===== config.mk =====
export PLATFORM = sky130hd
export DESIGN_NAME = micro_sequencer
export DESIGN_NICKNAME = d
export VERILOG_FILES = /design/src/rtl/micro_sequencer.sv
export SDC_FILE = /design/constraint.sdc
export NUM_CORES = 1
export LEC_CHECK = 0
export CAP_MARGIN = 20
export CORE_MARGIN = 2
export CORE_UTILIZATION = 48
export CTS_CLUSTER_DIAMETER = 80
export CTS_CLUSTER_SIZE = 10
export DETAILED_ROUTE_END_ITERATION = 6
export GPL_TIMING_DRIVEN = 0
export PLACE_DENSITY_LB_ADDON = 0.25
export SLEW_MARGIN = 15
export SYNTH_ARGS = -nofsm -noshare
export SYNTH_HDL_FRONTEND = slang
export SYNTH_SLANG_ARGS = --single-unit

===== constraint.sdc =====
create_clock -name clk -period 4.8 [get_ports clk]
set_input_delay 0.96 -clock clk [delete_from_list [all_inputs] [get_ports clk]]
set_output_delay 0.96 -clock clk [all_outputs]
set_load 0.05 [all_outputs]

===== src/rtl/micro_sequencer.sv =====
// rtl/micro_sequencer.sv - T-state sequencer driving bus enables of the 8-bit computer
// Fetch T0..T3 is common; execute steps are decoded per opcode from the current step.
module micro_sequencer #(
  parameter int STEP_W   = 4,
  parameter int OPCODE_W = 4
) (
  input  logic                clk,
  input  logic                clr,
  input  logic                en,
  input  logic [OPCODE_W-1:0] opcode,
  input  logic                carry,
  output logic                pc_oe,
  output logic                pc_we,
  output logic                pc_inc,
  output logic                mar_we,
  output logic                ram_oe,
  output logic                ram_we,
  output logic                ir_oe,
  output logic                ir_we,
  output logic                a_oe,
  output logic                a_we,
  output logic                b_we,
  output logic                alu_oe,
  output logic                alu_sub,
  output logic                out_we,
  output logic [STEP_W-1:0]   step,
  output logic                halted
);

  typedef enum logic {ST_RUN, ST_HALT} state_t;

  localparam logic [OPCODE_W-1:0] OP_LDA = OPCODE_W'(1);
  localparam logic [OPCODE_W-1:0] OP_ADD = OPCODE_W'(2);
  localparam logic [OPCODE_W-1:0] OP_SUB = OPCODE_W'(3);
  localparam logic [OPCODE_W-1:0] OP_STA = OPCODE_W'(4);
  localparam logic [OPCODE_W-1:0] OP_LDI = OPCODE_W'(5);
  localparam logic [OPCODE_W-1:0] OP_JMP = OPCODE_W'(6);
  localparam logic [OPCODE_W-1:0] OP_JC  = OPCODE_W'(7);
  localparam logic [OPCODE_W-1:0] OP_OUT = OPCODE_W'(14);
  localparam logic [OPCODE_W-1:0] OP_HLT = OPCODE_W'(15);

  localparam logic [STEP_W-1:0] T0 = STEP_W'(0);
  localparam logic [STEP_W-1:0] T1 = STEP_W'(1);
  localparam logic [STEP_W-1:0] T2 = STEP_W'(2);
  localparam logic [STEP_W-1:0] T3 = STEP_W'(3);
  localparam logic [STEP_W-1:0] T4 = STEP_W'(4);
  localparam logic [STEP_W-1:0] T5 = STEP_W'(5);
  localparam logic [STEP_W-1:0] T6 = STEP_W'(6);
  localparam logic [STEP_W-1:0] T7 = STEP_W'(7);
  localparam logic [STEP_W-1:0] T8 = STEP_W'(8);
  localparam logic [STEP_W-1:0] T9 = STEP_W'(9);

  state_t            state, state_next;
  logic [STEP_W-1:0] step_next;
  logic [STEP_W-1:0] last_step;
  logic              jc_taken, jc_taken_next;
  logic              active;
  logic              is_alu;

  always_ff @(posedge clk) begin
    if (clr) begin
      state    <= ST_RUN;
      step     <= T0;
      jc_taken <= 1'b0;
    end else begin
      state    <= state_next;
      step     <= step_next;
      jc_taken <= jc_taken_next;
    end
  end

  assign halted = (state == ST_HALT);
  assign active = en & ~clr & (state == ST_RUN);
  assign is_alu = (opcode == OP_ADD) || (opcode == OP_SUB);

  always_comb begin
    last_step = T3;
    case (opcode)
      OP_LDA, OP_STA:                 last_step = T7;
      OP_ADD, OP_SUB:                 last_step = T9;
      OP_LDI, OP_JMP, OP_JC, OP_OUT:  last_step = T5;
      OP_HLT:                         last_step = T4;
      default:                        last_step = T3;
    endcase
  end

  // Next-state: HALT is entered from T4 of HLT and only clr leaves it.
  always_comb begin
    state_next    = state;
    step_next     = step;
    jc_taken_next = jc_taken;
    if (state == ST_RUN && en) begin
      if (step > T9) begin
        step_next = T0;
      end else if (step == T4 && opcode == OP_HLT) begin
        state_next = ST_HALT;
      end else if (step == last_step) begin
        step_next = T0;
      end else begin
        step_next = step + STEP_W'(1);
      end
      if (step == T4) jc_taken_next = carry;
    end
  end

  // Strobe decode; the conditional jump is resolved at T4 and latched for T5.
  always_comb begin
    pc_oe   = 1'b0;
    pc_we   = 1'b0;
    pc_inc  = 1'b0;
    mar_we  = 1'b0;
    ram_oe  = 1'b0;
    ram_we  = 1'b0;
    ir_oe   = 1'b0;
    ir_we   = 1'b0;
    a_oe    = 1'b0;
    a_we    = 1'b0;
    b_we    = 1'b0;
    alu_oe  = 1'b0;
    alu_sub = 1'b0;
    out_we  = 1'b0;
    if (active && step <= last_step) begin
      case (step)
        T0: pc_oe  = 1'b1;
        T1: mar_we = 1'b1;
        T2: begin
          ram_oe = 1'b1;
          pc_inc = 1'b1;
        end
        T3: ir_we  = 1'b1;
        default: begin
          case (opcode)
            OP_LDA, OP_ADD, OP_SUB, OP_STA: begin
              case (step)
                T4: ir_oe  = 1'b1;
                T5: mar_we = 1'b1;
                T6: begin
                  a_oe   = (opcode == OP_STA);
                  ram_oe = (opcode != OP_STA);
                end
                T7: begin
                  a_we   = (opcode == OP_LDA);
                  b_we   = is_alu;
                  ram_we = (opcode == OP_STA);
                end
                T8: begin
                  alu_oe  = is_alu;
                  alu_sub = (opcode == OP_SUB);
                end
                T9: begin
                  a_we    = is_alu;
                  alu_sub = (opcode == OP_SUB);
                end
                default: ;
              endcase
            end
            OP_LDI, OP_JMP: begin
              ir_oe = (step == T4);
              a_we  = (step == T5) && (opcode == OP_LDI);
              pc_we = (step == T5) && (opcode == OP_JMP);
            end
            OP_JC: begin
              ir_oe = (step == T4) && carry;
              pc_we = (step == T5) && jc_taken;
            end
            OP_OUT: begin
              a_oe   = (step == T4);
              out_we = (step == T5);
            end
            default: ;
          endcase
        end
      endcase
    end
  end

endmodule

== Word level (Yosys, flattened, before mapping) ==
Memories as Yosys holds them, arrays and structs flattened.
Index checks and enable logic that the tools add are counted.
Storage, ports and cells
  register bits after elaboration: 6
  memory bits (read-only): 64
  input bits: 8
  output and inout bits: 19
  word-level logic and storage cells: 102
  memories kept: 1
Memory list
  (name not given): depth 16, bits a word 4, rd ports 1, clocked after memory_dff 0, write ports 0, RTL line 78  | case (opcode)
Cells by class
  add/subtract/negate cells: 1
  order comparisons: 2
  equal/unequal tests: 21
  multiplexer cells: 51
  bitwise operators: 5
  reductions and logical operators: 18
Operators with widths (number)
  two-way mux 1 bit: 41
  equality test 4 x 3 -> 1 bit, second input constant: 8
  equality test 4 x 2 -> 1 bit, second input constant: 4
  equality test 4 bit, second input constant: 4
  two-way mux 4 bit: 3
  case mux 1 bit (2 select lines): 6
  equality test 4 x 1 -> 1 bit, second input constant: 2
  OR reduction 4 bit: 2
  logical AND 1 bit: 7
  OR reduction 3 bit: 2
  adder 4 x 1 -> 4 bit, second input constant: 1
  equality test 4 bit: 1
  > comparator 4 bit, second input constant: 1
  <= comparator 4 bit: 1
  zero test 4 bit: 1
  != test 4 x 3 -> 1 bit, second input constant: 1
  AND reduction 2 bit: 2
  OR reduction 2 bit: 2
  NOT 1 bit: 3
  case mux 1 bit (3 select lines): 1
  AND reduction 3 bit: 1
  bitwise AND 1 bit: 2
  != test 2 bit, second input constant: 1
  logical OR 1 bit: 1

== Logic depth before layout (Yosys ltp) ==
Gate-level depths: netlist of run 1.
  word-level depth: 6
  mapped depth: 10

== Worst setup path before layout of run 1 ==
OpenSTA, ideal clock, no wires.
  kind: input-to-output
  from: input opcode[1]
  to: output b_we
  data arrival time: 3.920 ns
  required time: 3.840 ns
  slack: -0.080 ns
  stages: 7
  buffers on the path: 2
  cells stage by stage: buf_4 or3b_4 ha_1 and4_1 a21oi_1 clkbuf_1 nor4b_1
Between the ends
  longest elaborated chain between the ends: 6
Ends and longest elaborated chain
  start, declared: RTL line 10  | input logic [OPCODE_W-1:0] opcode,
  parallel branches: the longest is 5 deep, another holds memory (16 x 4 bit)
  two-way mux 1 bit (*): RTL line 122  | if (active && step <= last_step) begin
  end, declared: RTL line 22  | output logic b_we,
Every way passes the cells marked *.

== Worst setup path in the final report of run 1 ==
  from: input opcode[2]
  to: output alu_sub
Between the ends
  longest elaborated chain between the ends: 5
Ends and longest elaborated chain
  parallel branches: the longest is 4 deep, another holds memory (16 x 4 bit)
  two-way mux 1 bit (*): RTL line 122
  end, declared: RTL line 24  | output logic alu_sub,
Marked as above.

==> summary by stage, run 1 <==
Min path
The worst hold path passes through 2 cells. The worst hold path begins at jc_taken. The path with the worst hold slack has its endpoint at jc_taken. The min-delay analysis places its worst path in the category reg -> reg.

STA
The final total negative setup slack is 0 ns. Based on the critical path, the design can be clocked at up to 0.216 GHz. The final count of negative-setup-slack endpoints is 0.

The number of hold violations in the final report was 0. The transition at the pin with the smallest max-transition slack is 0.501 ns. The clock arrives with 0.00208 ns of skew. The time the final worst path needs with I/O delays and setup is 4.64 ns. The worst setup margin is 0.164 ns. The share of the clock period used by the worst path after layout is 0.966. Setup repair after global routing left no endpoint under its margin.

Measured against its own limit, the worst slew margin works out to 0.665. The number of max-slew violations in the final report is 0.

Clock tree
For this design, the CTS-stage hold fixing added 0 buffers. The clock latency on the worst-skew pair is 0.25 ns. The clock root buffer is sky130_fd_sc_hd__clkbuf_4. The number of post-CTS setup repair buffers is 0.

CTS built an H-tree with a depth of 1. In this run the deepest clock path goes through 2 buffers. TritonCTS built the clock tree. The clock-pin transition on the worst setup and hold timing paths is 0.05 ns. The TritonCTS buffer count is 3. CTS saw 6 sinks. After clock tree synthesis, the repair step resized 19 gates.

Place
The final weighted congestion in routability-driven placement is 0.834. Summing all placed instances gives a cell area of 0.00105 mm2. Including well taps, the total number of placed cells is 150. Once detailed placement completed, the half-perimeter wirelength came to 1.78 mm. Before CTS, the worst setup slack after placement is -0.328 ns. Buffers placed on the I/O ports in this run total 23.

Critical path
The highest net fanout along the worst path is 10. Walking the worst path, the cells encountered are clkdlybuf4s50_1, buf_2, nand2_1, o21ai_0, ha_1, nor2b_1, o211ai_1, a21oi_1, clkbuf_2, nor3_1, dlygate4sd1_1. The slowest stage of the critical path belongs to the cell sky130_fd_sc_hd__clkdlybuf4s50_1. The endpoint identified for the worst register-to-register timing path is step[2]. The count of buffering cells on the critical path with inverters included is 4. The flop-to-flop setup slack is 2.95 ns.

The longest individual stage delay on the worst path is 0.53 ns. At the worst endpoint, the required time is 3.84 ns. The signal arrival time at the worst endpoint is 3.68 ns. The sort of element at the end of the critical path is a primary output. Measured in cells, the most critical reg-to-reg path has a length of 6. The sort of element at the start of the critical path is a primary input. The cell family contributing the most delay on the critical path is buffers and inverters. The count of cell instances traversed by the critical path is 11.

The critical path start-end classification is in -> out. The beginning of the worst register-to-register path is step[0].

Drt
The post-detailed-route count of antenna-violating nets is 0. The number of vias in the routed layout is 994. The first-pass iteration count of the detailed router is 4.

The total wirelength of the detailed-routed design is 2.32 mm. The number of remaining DRC errors is 0. In the final routed layout, each cell accounts on average for 15.2 um. Using the TritonRoute via totals, the vias-per-cell ratio works out to 6.50. After the first detailed-routing iteration, the DRC count stood at 35.

Layout
The area growth from synthesis to layout is 32.2%. At the end of the flow the core is filled with cells to 0.685. The total of fill cells in the finished design is 144.

The final layout contains 155 nets. The repair_antennas step left the layout with diodes totalling 0. After routing the design area is 0.00104 mm2. The number of non-filler instances in the completed layout is 153. The sequential standard cell area is 120 um2. The fraction of layout instances using a drive strength above 1 is 0.146.

The area of combinational cells with multiple inputs is 593 um2.

Power and ir drop
The static power due to leakage is 0.439 nW. The total power divided by cell area is 163 mW/mm2. IR analysis of the VDD net gives a maximum drop of 0.000153 V.

GRT
Entering global routing, the biggest net connects 11 pins. The number of global-route vias before repair was 942. The number of antenna violations at the first check in global routing is 0. The global-route usage over all layers is 0.263. The total congestion overflow after global routing is 0.

The first-pass GRT wire length is 3.96 mm.

Logic synthesis
The commonest register cell after synthesis is sky130_fd_sc_hd__dfxtp_1. The number of enable-type register cells in the synthesized netlist is 0. The most repeated cell in the gate-level netlist after synthesis is sky130_fd_sc_hd__nand3_1. The number of nets handed over by synthesis was 127. The cell area that synthesis handed to floorplanning was 790 um2. Yosys printed 0 warnings. The number of different library cells in the post-synthesis netlist is 39. By area the synthesized netlist is led by sky130_fd_sc_hd__dfxtp_1 (15%), sky130_fd_sc_hd__ha_1 (13%), sky130_fd_sc_hd__nand3_1 (7.0%).

The proportion of register bits with asynchronous set or reset after synthesis is 0. Of the synthesized area, sequential elements account for 0.152. The portion of synthesized cell area occupied by the leading cell type is 0.152. The cell type contributing the most total cell area after synthesis is sky130_fd_sc_hd__dfxtp_1. The number of synthesized register bits is 6. In the synthesized netlist, the cells that appear most often are sky130_fd_sc_hd__nand3_1 (11), sky130_fd_sc_hd__inv_1 (10), sky130_fd_sc_hd__a21oi_1 (8), sky130_fd_sc_hd__ha_1 (8). The number of instances in the synthesized netlist is 111.

The mean post-synth cell area is 7.11 um2.

Die
The effective utilization at floorplan is 0.518. The horizontal die dimension is 44.6 um. The floorplan has 14 rows. The die covers 0.00199 mm2. The die is 44.6 um tall. The standard cell core area is 0.00152 mm2. The number of top-level pins is 27.

Run status
The run finished with clean final reports.

Job
The max-capacitance violation count is 0.
==> power by group <==
part           internal (mW)  leakage, nW  switching, mW
clock network         0.0285       0.0138         0.0217
logic                 0.0232        0.376         0.0422
registers             0.0517       0.0487        0.00319
total                  0.103        0.439         0.0672
==> state kept, by name (all words and copies together), names as in the netlist <==
name	flops
step	4
halted	1
jc_taken	1
==> cell families (layout without fill, tap and decap cells) <==
family                     after synthesis  after routing  synth area share
AOI/OAI and AO/OA                       24             24             0.195
muxes                                    1              1            0.0143
and+or+nand+nor                         53             53             0.396
adders and majority gates                8              8             0.127
buffers and inverters                   18             44             0.105
xor gates and xnor gates                 1              1            0.0111
DFF                                      6              6             0.152
==> metal layers <==
layer | share of wire | wire length, um | global-route usage
met5 | 0 | 0 | 0
met4 | 0.014 | 33 | 0.109
met3 | 0.060 | 140 | 0.0163
met2 | 0.48 | 1120 | 0.458
met1 | 0.44 | 1030 | 0.332
==> worst reg2reg max path: stages (launching register included) <==
cell and delay [ns]:
sky130_fd_sc_hd__dfxtp_1 0.37, sky130_fd_sc_hd__inv_1 0.15, sky130_fd_sc_hd__ha_1 0.23, sky130_fd_sc_hd__nand3b_1 0.22, sky130_fd_sc_hd__o21ai_0 0.47, sky130_fd_sc_hd__a21oi_1 0.08
sky130_fd_sc_hd__o32ai_1 0.24
==> worst max path at each step <==
| stage | from | end | slack, ns |
|---|---|---|---|
| 2_1_floorplan | opcode[1] | a_oe | -0.003 |
| 6_report | opcode[2] | alu_sub | 0.16 |
| 4_1_cts | opcode[2] | ram_oe | 0.003 |
| 3_3_place_gp | opcode[2] | a_oe | -0.28 |
| 5_1_grt | opcode[2] | alu_oe | 0.0005 |
| 3_5_place_dp | opcode[2] | pc_inc | -0.33 |
==> metrics by stage <==
| stage | total power, mW | hold slack, ns |
|---|---|---|
| floorplan | 0.101 | 0.454 |
| global placement | 0.119 | 0.476 |
| detailed placement | 0.121 | 0.487 |
| CTS | 0.170 | 0.497 |
| global route | 0.178 | 0.537 |
| finish | 0.171 | 0.497 |
==> layout make-up <==
class,count,area share
plain buffers,8,0.0444
clock buffers,3,0.0216
inverters,10,0.0360
multi-input cells,87,0.568
flip-flops and latches,6,0.115
well taps,16,0.0192
repair buffers,23,0.195
==> cell usage in the layout (no fill, tap or decap), types with 3 or more instances in the layout <==
cell type / netlist / layout
sky130_fd_sc_hd__nand3_1: 11 / 11
sky130_fd_sc_hd__inv_1: 10 / 10
sky130_fd_sc_hd__clkdlybuf4s50_1: 0 / 9
sky130_fd_sc_hd__a21oi_1: 8 / 8
sky130_fd_sc_hd__ha_1: 8 / 8
sky130_fd_sc_hd__nor2_1: 7 / 7
sky130_fd_sc_hd__nor4_1: 7 / 7
sky130_fd_sc_hd__clkbuf_2: 1 / 6
sky130_fd_sc_hd__dfxtp_1: 6 / 6
sky130_fd_sc_hd__nand2_1: 5 / 5
sky130_fd_sc_hd__o21ai_0: 5 / 5
sky130_fd_sc_hd__nor3_1: 5 / 5
sky130_fd_sc_hd__buf_2: 2 / 3
sky130_fd_sc_hd__nor2b_1: 3 / 3
sky130_fd_sc_hd__clkbuf_4: 0 / 3
sky130_fd_sc_hd__dlygate4sd2_1: 0 / 3
Note: power is estimated with default switching activity, not from simulation.
==> inputs of run 2 (changes only) <==
--- a/config.mk
+++ b/config.mk
@@ -5,14 +5,16 @@
 export SDC_FILE = /design/constraint.sdc
 export NUM_CORES = 1
 export LEC_CHECK = 0
+export ABC_AREA = 1
 export CAP_MARGIN = 20
 export CORE_MARGIN = 2
-export CORE_UTILIZATION = 48
+export CORE_UTILIZATION = 49
 export CTS_CLUSTER_DIAMETER = 80
 export CTS_CLUSTER_SIZE = 10
 export DETAILED_ROUTE_END_ITERATION = 6
 export GPL_TIMING_DRIVEN = 0
 export PLACE_DENSITY_LB_ADDON = 0.25
+export REMOVE_ABC_BUFFERS = 1
 export SLEW_MARGIN = 15
 export SYNTH_ARGS = -nofsm -noshare
 export SYNTH_HDL_FRONTEND = slang
==> run 2 against run 1 <==
  * Synthesized area is 7.4% higher
  * Non-clock buffer count is 5 lower
  * Routed wire length is 7.1% lower
  * Via count is 1.4% higher
==> summary by stage, run 2 <==
Power and ir drop
The total power divided by cell area is 162 mW/mm2. Across the VDD grid, the largest voltage drop is 0.000144 V. The static power due to leakage is 0.702 nW.

Layout
The number of nets in the finished design is 198. Of the cells placed in the final design, the portion with a size suffix greater than 1 is 0.100. Leaving out fill and tap cells, the most frequent cells in the layout are sky130_fd_sc_hd__nand2_1 (36), sky130_fd_sc_hd__nor2_1 (30), sky130_fd_sc_hd__inv_1 (21).

The register with the most flip-flops in the layout has 4 of them. The share of the core filled with cells is 0.693. The register with the most flip-flops is step. Leaving out filler cells and counting taps, the final layout contains 197. The relative area change from synthesis to final layout is 36.4%.

The most common cell after layout, fill and taps aside is sky130_fd_sc_hd__nand2_1. The total of fill cells in the finished design is 157. The repair_antennas step left the layout with diodes totalling 0.

Clock tree
TritonCTS built the clock tree. Buffers added to address setup during post-CTS repair amount to 0. CTS built an H-tree with a depth of 1. The TritonCTS buffer count is 3. The post-cts sizing count is 4.

The clock root buffer is sky130_fd_sc_hd__clkbuf_4. The clock latency on the worst-skew pair is 0.24 ns. The number of hold buffers added after CTS was 0.

The longest clock path from root to sink contains 2 buffers. After clock tree synthesis, the clock-pin slew on the worst setup and hold paths is 0.04 ns. The sink count of the clock tree is 6.

Logic synthesis
Of the post-synthesis cell area, the dominant cell type holds 0.159. The biggest area contributor in the post-synthesis netlist is sky130_fd_sc_hd__nand2_1. The share of the synthesized area in compound gates (AO/OA/AOI/OAI) is 0.117. The multiplexer share of the synthesized area is 0. The commonest register cell after synthesis is sky130_fd_sc_hd__dfxtp_1.

During synthesis, Yosys emitted a total of 0 warnings. The number of synthesized register bits is 6. Among all cell types in the netlist, the one instantiated most often is sky130_fd_sc_hd__nand2_1. The mapped netlist covers 848 um2.

Of the total synthesized cell area, the portion taken by XOR and XNOR cells is 0. Of the total synthesized cell area, the portion taken by AND, OR, NAND and NOR gates is 0.499. The share of the Yosys chip area taken by registers is 0.142.

Sorting the synthesized cells by how often they occur yields sky130_fd_sc_hd__nand2_1 (36), sky130_fd_sc_hd__nor2_1 (30), sky130_fd_sc_hd__inv_1 (21). Counting distinct cell types in the post-synthesis netlist gives 23. The dominant combinational cell family by area after synthesis is simple AND/OR/NAND/NOR gates. The mean post-synth cell area is 5.54 um2. After synthesis, the share of flip-flops with an asynchronous set or reset is 0. Of the total synthesized cell area, the portion taken by full adders, half adders and majority gates is 0.118. By area the synthesized netlist is led by sky130_fd_sc_hd__nand2_1 (16%), sky130_fd_sc_hd__dfxtp_1 (14%), sky130_fd_sc_hd__nor2_1 (13%). The number of enable-type register cells in the synthesized netlist is 0. The number of instances in the synthesized netlist is 153.

GRT
The first global-routing pass estimated 3.44 mm of wire. For met3 alone, demand over resource in global routing was 0.0278. The global routing usage on met2 is 0.372.

The busiest layer in global routing is met2. The pin count of the biggest net entering global routing is 14. In the global route stage, overall resource usage came out at 0.227.

The number of antenna violations at the first check in global routing is 0. The met1 usage in global routing is 0.284. The number of global-route vias before repair was 855.

The total congestion overflow after global routing is 0.

Die
The row count is 15. For this configuration, the core starts out at a cell density of 0.508. The overall die height is 45.6 um. The die is 45.6 um wide.

Pin placement for this block handled 27 I/O pins. The standard cell core area is 0.00167 mm2. The die covers 0.00208 mm2.

STA
Headroom to the max-slew limit came out at 0.664. For the finished layout, the period the worst path requires is 4.58 ns. Static timing analysis puts the maximum clock frequency at 0.218 GHz. The worst clock skew on the final layout is 0.00161 ns. Setup repair after global routing left no endpoint under its margin. The number of hold violations in the final report is 0. The number of max-slew violations in the final report was 0. The transition at the pin with the smallest max-transition slack is 0.504 ns. Setup violations remaining at the end of the flow were counted as 0. The share of the clock period used by the worst path after layout is 0.954.

Drt
After detailed routing, the number of remaining DRC violations is 0. The via-per-instance ratio is 5.12. The DRC violation total after the first TritonRoute iteration is 12. After detailed routing, the average wire length per cell comes to 10.9 um. In this run the remaining antenna-violating nets after routing total 0.

Wires add up to 2.15 mm. The first-pass iteration count of the detailed router is 5. The detailed router placed 1008 vias in this run.

Place
The final weighted congestion in routability-driven placement is 0.880. The total instance count after detailed placement is 194. The total of buffers placed on input and output ports is 26. The detailed placement HPWL is 1.73 mm.

Critical path
In this run the critical register-to-register path is launched from step[0]. Data on the critical path arrives at its endpoint at 3.62 ns. STA puts the critical path data required time at 3.84 ns. The sort of element at the end of the critical path is a primary output. Along the worst path, the maximum fanout reaches 13. The critical path start-end classification is in -> out. The cell depth of the worst flop-to-flop path is 9. The sort of element at the start of the critical path is a primary input. The start point of the critical path is opcode[3].

Run status
The run finished with clean final reports.

Min path
The tightest min-delay check is of the reg -> reg type. The worst hold path startpoint is jc_taken. The number of instances on the worst hold path is 2.

Job
The max-capacitance violation count is 0.
==> run 2: changes by cell type in the layout (fill, tap and decap cells not counted), moves of 5 or more <==
cell	previous run	this run
sky130_fd_sc_hd__nand2_1	5	36
sky130_fd_sc_hd__nor2_1	7	30
sky130_fd_sc_hd__clkbuf_2	6	0
sky130_fd_sc_hd__nand2_2	0	5
sky130_fd_sc_hd__nor4_1	7	0
sky130_fd_sc_hd__dlymetal6s2s_1	2	9
sky130_fd_sc_hd__inv_1	10	21
==> run 2: layer usage <==
metal,vias to the layer above,share of wire
met4,0,0.0060
met2,14,0.49
li1,537,-
met1,455,0.48
met3,2,0.019
met5,-,0
==> run 2: cell families after synthesis <==
| group | after synthesis |
|---|---|
| simple gates | 95 |
| buf+inv | 27 |
| compound gates | 17 |
| fa+ha+maj | 8 |
| flops | 6 |
==> run 2: report_power, final <==
group | total [mW] | internal (mW) | switching (mW)
Clock | 0.0440 | 0.0281 | 0.0158
Combinational | 0.0855 | 0.0298 | 0.0557
Sequential | 0.0580 | 0.0526 | 0.00543
==> run 2: per-stage QoR <==
step           cell area [um2]  hold WS, ns  worst slack [ns]  power (mW)  setup TNS (ns)
2_1_floorplan              836        0.433             0.971       0.117               0
3_3_place_gp              1120        0.462            0.0332       0.142               0
3_5_place_dp              1120        0.479           -0.0369       0.144          -0.118
4_1_cts                   1130        0.488           0.00339       0.190               0
5_1_grt                   1160        0.499            0.0215       0.202               0
6_report                  1160        0.480             0.223       0.188               0
==> run 2: worst paths after layout <==
path / end / slack (ns)
setup reg to reg: step[0] / 3.27
hold / removal: jc_taken / 0.48
hold reg to reg: jc_taken / 0.48
setup / recovery: a_we / 0.22
==> run 2: layout make-up <==
| type | count | area [um2] | area share |
|---|---|---|---|
| Multi-Input combinational cell | 120 | 622 | 0.537 |
| Timing Repair Buffer | 26 | 278 | 0.240 |
| Inverter | 25 | 93.8 | 0.0811 |
| Sequential cell | 6 | 120 | 0.104 |
| Clock buffer | 3 | 22.5 | 0.0195 |
| Tap cell | 17 | 21.3 | 0.0184 |
==> run 2: critical path, stage by stage <==
cell and delay (ns):
sky130_fd_sc_hd__clkdlybuf4s50_1 0.48, sky130_fd_sc_hd__nor2_2 0.23, sky130_fd_sc_hd__nand2_1 0.17, sky130_fd_sc_hd__o211ai_1 0.17, sky130_fd_sc_hd__ha_1 0.28, sky130_fd_sc_hd__nand2_1 0.07
sky130_fd_sc_hd__nand2_1 0.04, sky130_fd_sc_hd__nand2_1 0.06, sky130_fd_sc_hd__nand2_1 0.05, sky130_fd_sc_hd__nand2_1 0.07, sky130_fd_sc_hd__nand2_1 0.26, sky130_fd_sc_hd__a21oi_1 0.22
sky130_fd_sc_hd__dlygate4sd2_1 0.54
